--- src/rtl/intirvx_wb_arbiter_pkg.sv ---
// Shared types and constants for the integer writeback arbiter: FSM states,
// source indices and the CPU-level defaults for data width and flush length.
package intirvx_wb_arbiter_pkg;

    localparam int CPU_XLEN         = 32;
    localparam int CPU_FLUSH_CYCLES = 2;
    localparam int FLUSH_CNT_W      = 4;

    localparam int SRC_ALU = 0;
    localparam int SRC_LSU = 1;

    typedef enum logic {
        WB_RUN   = 1'b0,
        WB_FLUSH = 1'b1
    } wb_state_e;

    typedef struct packed {
        logic [CPU_XLEN-1:0] data;
        logic [4:0]          rd;
    } wb_req_t;

endpackage

--- src/rtl/intirvx_rr_arb2.sv ---
// Two-input round-robin arbiter. Remembers the last granted source and
// favours the other one when both request in the same cycle.
module intirvx_rr_arb2
    import intirvx_wb_arbiter_pkg::*;
(
    input  logic       clk,
    input  logic       rst_n,
    input  logic [1:0] req_i,
    output logic [1:0] gnt_o
);

    logic last_q;
    logic last_d;

    always_comb begin
        gnt_o = 2'b00;
        if (req_i[SRC_ALU] && req_i[SRC_LSU]) begin
            gnt_o[~last_q] = 1'b1;
        end else begin
            gnt_o = req_i;
        end
    end

    // Every grant is a completed transfer, so the pointer tracks grants directly.
    always_comb begin
        last_d = last_q;
        if (gnt_o[SRC_ALU]) begin
            last_d = 1'(SRC_ALU);
        end else if (gnt_o[SRC_LSU]) begin
            last_d = 1'(SRC_LSU);
        end
    end

    always_ff @(posedge clk or negedge rst_n) begin
        if (!rst_n) begin
            last_q <= 1'(SRC_LSU);
        end else begin
            last_q <= last_d;
        end
    end

endmodule

--- src/rtl/intirvx_wb_arbiter.sv ---
// Integer writeback arbiter: shares the register-file write port between ALU
// and LSU, and turns taken ALU jumps into a PC redirect plus a timed flush.
module intirvx_wb_arbiter
    import intirvx_wb_arbiter_pkg::*;
#(
    parameter int XLEN         = CPU_XLEN,
    parameter int FLUSH_CYCLES = CPU_FLUSH_CYCLES
) (
    input  logic            clk,
    input  logic            rst_n,
    input  logic [XLEN-1:0] alu_result,
    input  logic [4:0]      alu_rd,
    input  logic            alu_jump,
    input  logic [XLEN-1:0] alu_jump_addr,
    input  logic            alu_valid,
    output logic            alu_ready,
    input  logic [XLEN-1:0] lsu_result,
    input  logic [4:0]      lsu_rd,
    input  logic            lsu_valid,
    output logic            lsu_ready,
    output logic            rf_we,
    output logic [4:0]      rf_waddr,
    output logic [XLEN-1:0] rf_wdata,
    output logic            pc_redirect,
    output logic [XLEN-1:0] pc_redirect_addr,
    output logic            flush,
    output logic            wb_busy
);

    localparam logic [FLUSH_CNT_W-1:0] CNT_INIT = FLUSH_CNT_W'(FLUSH_CYCLES - 1);

    wb_state_e              state_q;
    logic [FLUSH_CNT_W-1:0] cnt_q;
    logic                   rf_we_q;
    logic [4:0]             rf_waddr_q;
    logic [XLEN-1:0]        rf_wdata_q;
    logic                   pc_redirect_q;
    logic [XLEN-1:0]        pc_redirect_addr_q;
    logic                   flush_q;

    logic [1:0]      req;
    logic [1:0]      gnt;
    logic            xfer;
    logic            jump_xfer;
    logic [4:0]      sel_rd;
    logic [XLEN-1:0] sel_data;

    // Handshake: a source transfers in any cycle where its valid and ready are
    // both high. ready is combinational from state, valids and the RR pointer,
    // is never raised without valid, and at most one source is ready per cycle.
    // The ALU is masked off during FLUSH because its FIFO is being discarded.
    assign req[SRC_ALU] = alu_valid && (state_q == WB_RUN);
    assign req[SRC_LSU] = lsu_valid;

    intirvx_rr_arb2 u_rr_arb2 (
        .clk   (clk),
        .rst_n (rst_n),
        .req_i (req),
        .gnt_o (gnt)
    );

    assign alu_ready = gnt[SRC_ALU];
    assign lsu_ready = gnt[SRC_LSU];
    assign xfer      = |gnt;
    assign jump_xfer = gnt[SRC_ALU] && alu_jump;
    assign sel_rd    = gnt[SRC_ALU] ? alu_rd : lsu_rd;
    assign sel_data  = gnt[SRC_ALU] ? alu_result : lsu_result;

    always_ff @(posedge clk or negedge rst_n) begin
        if (!rst_n) begin
            state_q            <= WB_RUN;
            cnt_q              <= '0;
            rf_we_q            <= 1'b0;
            rf_waddr_q         <= '0;
            rf_wdata_q         <= '0;
            pc_redirect_q      <= 1'b0;
            pc_redirect_addr_q <= '0;
            flush_q            <= 1'b0;
        end else begin
            // x0 is hardwired: the entry retires but nothing is written.
            rf_we_q <= xfer && (sel_rd != 5'd0);
            if (xfer && (sel_rd != 5'd0)) begin
                rf_waddr_q <= sel_rd;
                rf_wdata_q <= sel_data;
            end

            pc_redirect_q <= jump_xfer;
            if (jump_xfer) begin
                pc_redirect_addr_q <= alu_jump_addr;
            end

            case (state_q)
                WB_RUN: begin
                    if (jump_xfer) begin
                        state_q <= WB_FLUSH;
                        cnt_q   <= CNT_INIT;
                        flush_q <= 1'b1;
                    end
                end
                WB_FLUSH: begin
                    if (cnt_q == '0) begin
                        state_q <= WB_RUN;
                        flush_q <= 1'b0;
                    end else begin
                        cnt_q <= cnt_q - 1'b1;
                    end
                end
                default: begin
                    state_q <= WB_RUN;
                    flush_q <= 1'b0;
                end
            endcase
        end
    end

    assign rf_we            = rf_we_q;
    assign rf_waddr         = rf_waddr_q;
    assign rf_wdata         = rf_wdata_q;
    assign pc_redirect      = pc_redirect_q;
    assign pc_redirect_addr = pc_redirect_addr_q;
    assign flush            = flush_q;
    assign wb_busy          = (state_q == WB_FLUSH);

endmodule

--- config.mk ---
export PLATFORM = sky130hd
export DESIGN_NAME = intirvx_wb_arbiter
export DESIGN_NICKNAME = d
export VERILOG_FILES = /design/src/rtl/intirvx_wb_arbiter_pkg.sv /design/src/rtl/intirvx_rr_arb2.sv /design/src/rtl/intirvx_wb_arbiter.sv
export SDC_FILE = /design/constraint.sdc
export NUM_CORES = 1
export LEC_CHECK = 0
export ABC_CLOCK_PERIOD_IN_PS = 3470
export BUFFER_PORTS_ARGS = -buffer_cell sky130_fd_sc_hd__buf_2
export CAP_MARGIN = 30
export CORE_ASPECT_RATIO = 0.9
export CORE_MARGIN = 2
export CORE_UTILIZATION = 45
export DETAILED_ROUTE_END_ITERATION = 16
export HOLD_SLACK_MARGIN = 0.08
export PLACE_DENSITY = 0.86
export SYNTH_ARGS = -nofsm -noshare
export SYNTH_HDL_FRONTEND = slang
export SYNTH_HIERARCHICAL = 1
export SYNTH_SLANG_ARGS = --single-unit
--- constraint.sdc ---
create_clock -name clk -period 3.47 [get_ports clk]
set_clock_uncertainty 0.1 [all_clocks]
set_input_delay 0.347 -clock clk [delete_from_list [all_inputs] [get_ports clk]]
set_output_delay 0.347 -clock clk [all_outputs]
set_load 0.005 [all_outputs]
==> impl_metrics.ini <==
[worst_hold_path]
hold_class = in -> reg

[synthesis]
async_reset_ff_share_pct = 100
yosys_register_bits = 78
avgSynthCellArea_um2 = 15.0
netlist_instances = 238
synth_edf_count = 0
syn_area_um2 = 3560
synthesis.nets = 351
synthFlopType = dfrtp_1
ys_warn_count = 6
yosysSeqAreaShare_pct = 54.8
synth_cell_type_count = 31

[sta]
whs_ns = 0.134
slew_headroom_pct = 72.9
hold_violations = 0
fin_crit_sh_pct = 73.6
slew_viol_final = 0
tightestPinTransition_ns = 0.406
fmax_ghz = 0.391
finalCriticalPeriod_ns = 2.56
fin_setup_tns_ns = 0
rsz0062_at_grt = no
setup_viol_count_final = 0

[route]
routed-wl-met2_mm = 3.98
drt-met1-wl_mm = 3.26
vias_per_cell = 4.91
first_pass_iters = 4
avgRoutedWirePerCell_um = 14.9
drc = 0
drt_iter0_markers = 43
highest_layer = met4
vias = 2595
wl_met3_um = 501
antenna_left = 0
routed_wl_mm = 7.88

[placed_design]
dp_hpwl_mm = 5.84
numPortBuffers = 185
place.gp.congestion = 0.780

[floorplan]
die_x_um = 97.8
die_h_um = 88.4
die_area_um2 = 8650
coreArea_um2 = 7620
rows = 30
start_util_pct = 46.8
pin_count = 186

[power]
power.net_switching_uw = 1190
power_frac_seq_pct = 40.3
worst_ir_drop_vdd_mv = 0.403
combPwrFrac_pct = 39.7
p_int_uw = 2830
clkPwrFrac_pct = 20.0
p_leak_uw = 0.00244
power.density_nw_per_um2 = 826
switching_share_pct = 29.7

[job]
drv_cap = 0

[worst_setup_path]
startpoint_type = flip-flop
critPathMaxStageDelay_ns = 0.50
cp_top_family = buffers and inverters
crit_required_ns = 3.58
cp_num_buf_inv = 2
cp_cell_sequence = nor2b_1 > a21boi_4 > buf_4 > mux2i_1 > a21oi_4 > buf_12 > mux2_2
critPathMaxFanout = 37
crit_type = reg -> reg
cp.arrival_ns = 2.67
worstSetupEndpointType = flip-flop
slowest_stage = dfrtp_1

[finish]
multi_input_area_um2 = 1530
post-route-util_pct = 63.9
antenna_cells = 0
nNetsFinal = 540
drive_gt1_share_pct = 72.2
area_delta_synth_final_pct = 36.7
ff_latch_area_um2 = 1950
n_fill_cell = 639

[cts]
cts.sinks = 78
path_clk_slew_ns = 0.08
numCtsBuffers = 9
cts_tree = built
ctsLongestPathBuffers = 2
htree_levels = 3
cts_setup_buffers = 0
root_buffer = clkbuf_8
clock_latency_ns = 0.33

[global_routing]
grt_antenna_before_repair = 0
grt_use_total_pct = 18.8
grt_max_degree = 79
grt-ovfl-total = 0
grt_first_pass_wirelength_mm = 13.0
grt_pass1_vias = 2681

[status]
status = complete, no violations
stage by stage:
stage / total power (uW) / instances / setup slack (ns) / cell area [um2]
after floorplan: 2570 / 238 / 0.851 / 3560
after global placement: 3170 / 510 / 1.06 / 4590
after detailed placement: 3240 / 510 / 0.930 / 4590
after CTS: 4070 / 526 / 0.905 / 4830
after global routing: 4300 / 528 / 0.706 / 4870
final: 4020 / 528 / 0.914 / 4870
cell usage in the layout, fill, tap and decap left out, types with 3 or more instances in the layout:
| cell | synthesis | routed |
|---|---|---|
| o21ai_0 | 6 | 6 |
| mux2_4 | 28 | 28 |
| clkbuf_8 | 0 | 9 |
| dfrtp_1 | 77 | 77 |
| mux2_2 | 75 | 75 |
| buf_4 | 0 | 4 |
| inv_1 | 4 | 4 |
| nor2_1 | 6 | 6 |
| nand2_1 | 5 | 5 |
| buf_2 | 1 | 184 |
| bufinv_16 | 0 | 3 |
power groups by stage:
stage | clock network (uW) | logic, uW | registers (uW)
floorplan | 0 | 927 | 1650
global placement | 0 | 1560 | 1620
detailed placement | 0 | 1610 | 1630
CTS | 834 | 1620 | 1620
global route | 868 | 1750 | 1690
finish | 804 | 1590 | 1620
registers in the layout, summed over array words and instances, names as in the netlist:
signal / cells
pc_redirect_addr: 32
wb_busy: 1
cnt_q: 4
rf_waddr: 5
rf_we: 1
rf_wdata: 32
flush: 1
pc_redirect: 1
u_rr_arb2/last_q: 1
final cells by class:
cell class,count,share of cell area [%]
repair buffers,191,20.7
clock buffers,11,2.70
well taps,96,2.47
multi-input cells,143,31.5
inverters,4,0.308
flip-flops and latches,78,40.1
clock inverters,5,2.21
path summary, 6_finish.rpt:
| kind | startpoint | end | slack (ns) | cells after the start |
|---|---|---|---|---|
| setup / recovery | wb_busy | rf_wdata[16] | 0.91 | 7 |
| hold / removal | alu_jump_addr[11] | pc_redirect_addr[11] | 0.13 | 2 |
| setup reg to reg | wb_busy | rf_wdata[16] | 0.91 | 7 |
| hold reg to reg | pc_redirect_addr[6] | pc_redirect_addr[6] | 0.41 | 1 |
| max in group asynchronous | rst_n | u_rr_arb2/last_q | 2.43 | 3 |
| min in group asynchronous | rst_n | pc_redirect_addr[24] | 0.26 | 2 |
kinds of logic (layout without fill, tap and decap cells):
group	Yosys count	in the layout	synth area share [%]
mux	104	104	35.8
compound gates	17	17	3.16
flops	78	78	54.8
buf+inv	17	211	2.67
simple gates	20	20	2.88
fa+ha+maj	2	2	0.702
synthesized netlist by cell type (2+ instances only):
library cell  count  area (um2)
a21oi_1           2        10.0
a31oi_1           2        12.5
buf_1             4        15.0
buf_6             4        45.0
clkbuf_1          4        15.0
dfrtp_1          77        1930
ha_1              2        25.0
inv_1             4        15.0
mux2_2           75         845
mux2_4           28         420
nand2_1           5        18.8
nor2_1            6        22.5
nor2b_1           2        12.5
o21ai_0           6        30.0
layer usage:
layer | GRT usage, % | vias up
li1 | - | 1230
met3 | 5.37 | 14
met5 | 0 | -
met4 | 6.44 | 0
met1 | 23.4 | 1244
met2 | 32.0 | 107
repair_timing:
action,in CTS,in global routing
setup endpoints to repair,0,0
hold buffers,0,1
resized for setup,0,0
hold endpoints to repair,0,77
No activity file was read; power rests on OpenSTA's default activity.
